===== src/rtl/dlyseq_pkg.sv =====
// rtl/dlyseq_pkg.sv - shared FSM state type and error codes for the delay chain sequencer
// Contents:
//   state_e        sequencer FSM states
//   ERR_*          codes reported on the error port
package dlyseq_pkg;

  typedef enum logic [1:0] {
    IDLE  = 2'd0,
    CHECK = 2'd1,
    WAIT  = 2'd2,
    DONE  = 2'd3
  } state_e;

  localparam logic [1:0] ERR_NONE      = 2'd0;
  localparam logic [1:0] ERR_TIMEOUT   = 2'd1;
  localparam logic [1:0] ERR_NOT_QUIET = 2'd2;

endpackage


===== src/rtl/dlyseq_sync2.sv =====
// rtl/dlyseq_sync2.sv - two-flop synchronizer with synchronous active-high reset
// Ports:
//   clk    in   system clock, rising edge
//   reset  in   synchronous active-high reset, clears both stages
//   d      in   asynchronous input
//   q      out  synchronized output (second stage)
module dlyseq_sync2 (
  input  logic clk,
  input  logic reset,
  input  logic d,
  output logic q
);

  logic s1_q;
  logic s2_q;

  always_ff @(posedge clk) begin
    if (reset) begin
      s1_q <= 1'b0;
      s2_q <= 1'b0;
    end else begin
      s1_q <= d;
      s2_q <= s1_q;
    end
  end

  assign q = s2_q;

endmodule


===== src/rtl/delay_chain_sequencer.sv =====
// rtl/delay_chain_sequencer.sv - toggles an external delay chain and measures round-trip delay
// Optional feature: define DLYSEQ_STATS_EN to build min/max delay statistics registers.
// Ports:
//   clk         in   system clock, rising edge
//   reset       in   synchronous active-high reset
//   start       in   one-cycle pulse, accepted only when idle
//   num_iters   in   transitions to launch, latched on accepted start
//   chain_in    out  registered drive into the chain
//   chain_out   in   asynchronous chain output
//   busy        out  high from accepted start until done
//   done        out  one-cycle pulse at end of run
//   error       out  0 ok, 1 timeout, 2 not quiescent at start
//   last_delay  out  delay of the most recent completed transition
//   iter_count  out  completed transitions in the current/last run
//   min_delay   out  smallest delay of the run (0 when statistics are not built)
//   max_delay   out  largest delay of the run (0 when statistics are not built)
module delay_chain_sequencer
  import dlyseq_pkg::*;
#(
  parameter int   CNT_W   = 16,
  parameter int   ITER_W  = 8,
  parameter logic INVERT  = 1'b1,
  parameter int   TIMEOUT = 1000
) (
  input  logic              clk,
  input  logic              reset,
  input  logic              start,
  input  logic [ITER_W-1:0] num_iters,
  output logic              chain_in,
  input  logic              chain_out,
  output logic              busy,
  output logic              done,
  output logic [1:0]        error,
  output logic [CNT_W-1:0]  last_delay,
  output logic [ITER_W-1:0] iter_count,
  output logic [CNT_W-1:0]  min_delay,
  output logic [CNT_W-1:0]  max_delay
);

  localparam logic [CNT_W-1:0] TIMEOUT_C = CNT_W'(TIMEOUT);
  localparam logic [CNT_W-1:0] CNT_MAX   = '1;

  state_e            state_q, state_d;
  logic              chain_in_q, chain_in_d;
  logic              busy_q, busy_d;
  logic              done_q, done_d;
  logic [1:0]        error_q, error_d;
  logic [CNT_W-1:0]  last_q, last_d;
  logic [ITER_W-1:0] iter_q, iter_d;
  logic [ITER_W-1:0] niters_q, niters_d;
  logic [CNT_W-1:0]  cnt_q, cnt_d;
`ifdef DLYSEQ_STATS_EN
  logic [CNT_W-1:0]  min_q, min_d;
  logic [CNT_W-1:0]  max_q, max_d;
`endif

  logic              s2;
  logic              settled;
  logic [ITER_W-1:0] iter_inc;
  logic [CNT_W-1:0]  cnt_inc;

  dlyseq_sync2 u_sync (
    .clk   (clk),
    .reset (reset),
    .d     (chain_out),
    .q     (s2)
  );

  // Chain output has reached the polarity implied by the current drive.
  assign settled  = (s2 == (chain_in_q ^ INVERT));
  assign iter_inc = iter_q + 1'b1;
  // Saturating increment; the counter never wraps back to small values.
  assign cnt_inc  = (cnt_q == CNT_MAX) ? cnt_q : cnt_q + 1'b1;

  always_ff @(posedge clk) begin
    if (reset) begin
      state_q    <= IDLE;
      chain_in_q <= 1'b0;
      busy_q     <= 1'b0;
      done_q     <= 1'b0;
      error_q    <= ERR_NONE;
      last_q     <= '0;
      iter_q     <= '0;
      niters_q   <= '0;
      cnt_q      <= '0;
`ifdef DLYSEQ_STATS_EN
      min_q      <= '0;
      max_q      <= '0;
`endif
    end else begin
      state_q    <= state_d;
      chain_in_q <= chain_in_d;
      busy_q     <= busy_d;
      done_q     <= done_d;
      error_q    <= error_d;
      last_q     <= last_d;
      iter_q     <= iter_d;
      niters_q   <= niters_d;
      cnt_q      <= cnt_d;
`ifdef DLYSEQ_STATS_EN
      min_q      <= min_d;
      max_q      <= max_d;
`endif
    end
  end

  always_comb begin
    state_d    = state_q;
    chain_in_d = chain_in_q;
    busy_d     = busy_q;
    done_d     = 1'b0;
    error_d    = error_q;
    last_d     = last_q;
    iter_d     = iter_q;
    niters_d   = niters_q;
    cnt_d      = cnt_q;
`ifdef DLYSEQ_STATS_EN
    min_d      = min_q;
    max_d      = max_q;
`endif

    case (state_q)
      IDLE: begin
        if (start) begin
          niters_d = num_iters;
          iter_d   = '0;
          error_d  = ERR_NONE;
          last_d   = '0;
          busy_d   = 1'b1;
          state_d  = CHECK;
`ifdef DLYSEQ_STATS_EN
          // All-ones/zero seed makes the first match load both registers.
          min_d    = '1;
          max_d    = '0;
`endif
        end
      end

      CHECK: begin
        if (niters_q == '0) begin
          done_d  = 1'b1;
          busy_d  = 1'b0;
          state_d = DONE;
        end else if (!settled) begin
          error_d = ERR_NOT_QUIET;
          done_d  = 1'b1;
          busy_d  = 1'b0;
          state_d = DONE;
        end else begin
          chain_in_d = ~chain_in_q;
          cnt_d      = '0;
          state_d    = WAIT;
        end
      end

      WAIT: begin
        cnt_d = cnt_inc;
        // Match is tested first so it wins when it coincides with the timeout.
        if (settled) begin
          last_d = cnt_q;
          iter_d = iter_inc;
`ifdef DLYSEQ_STATS_EN
          if (cnt_q < min_q) min_d = cnt_q;
          if (cnt_q > max_q) max_d = cnt_q;
`endif
          if (iter_inc == niters_q) begin
            done_d  = 1'b1;
            busy_d  = 1'b0;
            state_d = DONE;
          end else begin
            // Next launch goes out on this same edge.
            chain_in_d = ~chain_in_q;
            cnt_d      = '0;
          end
        end else if (cnt_q >= TIMEOUT_C) begin
          error_d = ERR_TIMEOUT;
          done_d  = 1'b1;
          busy_d  = 1'b0;
          state_d = DONE;
        end
      end

      DONE: begin
        state_d = IDLE;
      end

      default: begin
        state_d = IDLE;
      end
    endcase
  end

  assign chain_in   = chain_in_q;
  assign busy       = busy_q;
  assign done       = done_q;
  assign error      = error_q;
  assign last_delay = last_q;
  assign iter_count = iter_q;
`ifdef DLYSEQ_STATS_EN
  assign min_delay  = min_q;
  assign max_delay  = max_q;
`else
  assign min_delay  = '0;
  assign max_delay  = '0;
`endif

endmodule


===== config.mk =====
export PLATFORM = sky130hd
export DESIGN_NAME = delay_chain_sequencer
export DESIGN_NICKNAME = d
export VERILOG_FILES = /design/src/rtl/dlyseq_pkg.sv /design/src/rtl/dlyseq_sync2.sv /design/src/rtl/delay_chain_sequencer.sv
export SDC_FILE = /design/constraint.sdc
export NUM_CORES = 1
export LEC_CHECK = 0
export CAP_MARGIN = 20
export CORE_MARGIN = 2
export CORE_UTILIZATION = 40
export CTS_BUF_LIST = sky130_fd_sc_hd__clkbuf_2 sky130_fd_sc_hd__clkbuf_4 sky130_fd_sc_hd__clkbuf_8
export CTS_CLUSTER_DIAMETER = 200
export DETAILED_ROUTE_END_ITERATION = 6
export PLACE_DENSITY_LB_ADDON = 0.3
export SETUP_SLACK_MARGIN = 0.02
export SLEW_MARGIN = 20
export SYNTH_ARGS = -nofsm -noshare
export SYNTH_HDL_FRONTEND = slang
export SYNTH_HIERARCHICAL = 1
export SYNTH_SLANG_ARGS = --single-unit

===== constraint.sdc =====
create_clock -name clk -period 3.5 [get_ports clk]
set_input_delay 0.7 -clock clk [delete_from_list [all_inputs] [get_ports clk]]
set_output_delay 0.7 -clock clk [all_outputs]
set_load 0.1 [all_outputs]

==> results.sh <==
export IMPL_status="complete, no violations"
export IMPL_first_global_vias=2440
export IMPL_synth_cell_types=53
export IMPL_min_period_over_period_pct=78.9
export IMPL_drc_errors=0
export IMPL_nNetsFinal=445
export IMPL_avgSynthCellArea_um2=8.04
export IMPL_fill_cells=781
export IMPL_slowest_stage="a221o_1"
export IMPL_io_buffers=40
export IMPL_grt_usage_pct=17.0
export IMPL_gr_total_overflow=0
export IMPL_cts_tree="yes"
export IMPL_clkTransAtPathRegs_ns=0.06
export IMPL_ant_nets=0
export IMPL_clock_skew_ns=0.00740
export IMPL_worstPathRequired_ns=3.76
export IMPL_dieArea_um2=8630
export IMPL_leakage_nw=1.37
export IMPL_setup_slack_ns=0.740
export IMPL_synth_cells=393
export IMPL_synth_seq_cells=57
export IMPL_min_period_ns=2.76
export IMPL_cap_violations=0
export IMPL_rr_worst_depth=7
export IMPL_reg2reg_slack_ns=0.74
export IMPL_grt_setup_unrepaired="false"
export IMPL_slowest_delay_ns=0.59
export IMPL_row_count=32
export IMPL_holdPathEnd="u_sync/q$_SDFF_PP0_"
export IMPL_hold_depth=1
export IMPL_layout_commonest_cell="dfxtp_1"
export IMPL_grt_pass1_wl_um=11800
export IMPL_cts_buffers=9
export IMPL_viasPerCell=5.14
export IMPL_dpl_hpwl_um=4930
export IMPL_path_cells="ha_1 -> and3_1 -> nand4_1 -> a211oi_1 -> nand3_1 -> a221o_1 -> nor3b_1"
export IMPL_die_h_um=92.9
export IMPL_cts_sinks=57
export IMPL_synthFlopType="dfxtp_1"
export IMPL_post_cts_resized=0
export IMPL_crit_family="simple AND/OR/NAND/NOR gates"
export IMPL_powerDensity_nw_per_um2=676
export IMPL_tightestPinTransition_ns=0.983
export IMPL_fmax_mhz=362
export IMPL_cp_end_kind="flip-flop"
export IMPL_post_place_ws_ns=0.531
export IMPL_cts_setup_buffers=0
export IMPL_area_delta_synth_final_pct=15.6
export IMPL_fin_area_um2=3650
export IMPL_worstSetupStartpointType="flip-flop"
export IMPL_routabilityCongestion=0.832
export IMPL_yosysWarnings=6
export IMPL_drt_iter0_drc=140
export IMPL_ioPinCount=73
export IMPL_setup_viol=0
export IMPL_setup_tns_final_ns=0
export IMPL_antenna_found_initial=0
export IMPL_ys_seq_area_share_pct=36.1
export IMPL_grt_max_degree=39
export IMPL_syn_cell_area_um2=3160
export IMPL_hp_class="reg2reg"
export IMPL_vdd_drop_max_mv=0.415
export IMPL_htree_levels=3
export IMPL_relSlewSlack_pct=34.3
export IMPL_routed_via_count=2729
export IMPL_post_drt_wl_per_cell_um=13.1
export IMPL_start_util_pct=41.1
export IMPL_arrival_ns=3.02
export IMPL_path_max_fanout=16
export IMPL_drive_gt1_share_pct=8.62
export IMPL_clockBufferDepth=2
export IMPL_worst_skew_pair_late_latency_ns=0.34
export IMPL_cp_num_buf_inv=0
export IMPL_synth_top_area_share_pct=36.1
export IMPL_r2r_start="iter_count[0]$_SDFFE_PP0P_"
export IMPL_yosys_top_cells_area="dfxtp_1 36%, buf_4 7.6%, nand3_1 6.5%"
export IMPL_placed_cell_area_um2=3470
export IMPL_layout_common_cells="57 x dfxtp_1, 44 x nand2_1, 41 x nand3_1"
export IMPL_async_reset_ff_share_pct=0
export IMPL_coreArea_um2=7690
export IMPL_report_final_hold_viol_count=0
export IMPL_crit_type="reg2reg"
export IMPL_slew_violations=0
export IMPL_synth_edff_count=0
export IMPL_r2r_end="cnt_q[13]$_SDFFE_PP0P_"
export IMPL_routed_wl_um=6980
export IMPL_cts_root_buffer="clkbuf_8"
export IMPL_hold_path_startpoint="u_sync/s1_q$_SDFF_PP0_"
export IMPL_die_x_um=92.9
export IMPL_first_pass_iters=5
export IMPL_insertedDiodeCount=0
export IMPL_ctsHoldBuffers=0
export IMPL_yosysTopAreaCell="dfxtp_1"
==> worst max-delay path by stage <==
stage | startpoint | to | slack, ns | cells after the start
after floorplan | iter_count[1]$_SDFFE_PP0P_ | state_q[0]$_SDFFE_PP0P_ | 0.46 | 7
after global placement | start | iter_count[2]$_SDFFE_PP0P_ | 0.62 | 7
after detailed placement | start | iter_count[2]$_SDFFE_PP0P_ | 0.53 | 7
after CTS | iter_count[0]$_SDFFE_PP0P_ | cnt_q[13]$_SDFFE_PP0P_ | 0.75 | 7
after global routing | iter_count[0]$_SDFFE_PP0P_ | cnt_q[15]$_SDFFE_PP0P_ | 0.52 | 7
final | iter_count[0]$_SDFFE_PP0P_ | cnt_q[13]$_SDFFE_PP0P_ | 0.74 | 7
==> per-layer routing <==
metal  routed length (um)  GRT usage (%)
met1                 3390           22.9
met2                 3210           26.5
met3                  260           3.74
met4                  114           6.62
met5                    0              0
==> power breakdown <==
| part | internal, mW | leakage, nW | switching, mW | total (mW) |
|---|---|---|---|---|
| Combinational | 0.291 | 0.813 | 0.860 | 1.15 |
| Sequential | 0.701 | 0.462 | 0.0557 | 0.757 |
| Clock | 0.308 | 0.100 | 0.254 | 0.561 |
| Total | 1.30 | 1.37 | 1.17 | 2.47 |
==> metrics by stage <==
stage | std cells | hold slack [ns] | total power [mW] | util [%]
4_1_cts | 531 | 0.440 | 2.47 | 47.5
2_1_floorplan | 424 | 0.414 | 1.71 | -
5_1_grt | 531 | 0.464 | 2.62 | 47.5
6_report | 531 | 0.436 | 2.47 | 47.5
3_3_place_gp | 515 | 0.420 | 1.89 | 45.2
3_5_place_dp | 515 | 0.425 | 1.91 | 45.2
==> logic make-up (layout without fill, tap and decap cells) <==
group / Yosys count / in the layout / synth area share [%]
flip-flops: 57 / 57 / 36.1
buffers and inverters: 62 / 67 / 11.6
adder cells (fa/ha/maj): 9 / 9 / 3.56
other: 1 / 32 / 0.119
multiplexers: 2 / 2 / 0.633
AO/OA/AOI/OAI: 76 / 76 / 16.3
XOR/XNOR: 20 / 20 / 5.78
AND/OR/NAND/NOR: 166 / 166 / 26.0
==> synth_stat cells (7+ instances only) <==
| cell type | n |
|---|---|
| xor2_1 | 14 |
| clkbuf_1 | 17 |
| buf_4 | 32 |
| nand2_1 | 44 |
| and3_1 | 11 |
| nor2_1 | 27 |
| nand3_1 | 41 |
| nand4_1 | 10 |
| ha_1 | 9 |
| inv_1 | 7 |
| nor3_1 | 7 |
| a21oi_1 | 40 |
| dfxtp_1 | 57 |
==> layout make-up <==
cell class / instances / area (um2) / area share (%)
inverters: 7 / 26.3 / 0.719
flip-flops and latches: 57 / 1140 / 31.2
repair buffers: 44 / 408 / 11.2
well taps: 102 / 128 / 3.49
clock buffers: 13 / 166 / 4.55
multi-input cells: 305 / 1770 / 48.4
clock inverters: 3 / 15.0 / 0.411
==> sequential cells by signal, indices dropped and copies added, names as in the netlist <==
signal       flops
busy             1
chain_in         1
cnt_q           16
done             1
error            2
iter_count       8
last_delay      16
niters_q         8
state_q          2
u_sync/q         1
u_sync/s1_q      1
==> worst reg2reg max path, delay by kind of cell, from the launching register on <==
kind / cells / cell delay [ns]
simple gates: 4 / 0.93
flops: 1 / 0.53
compound gates: 2 / 0.88
fa+ha+maj: 1 / 0.35
Note: power is estimated with default switching activity, not from simulation.
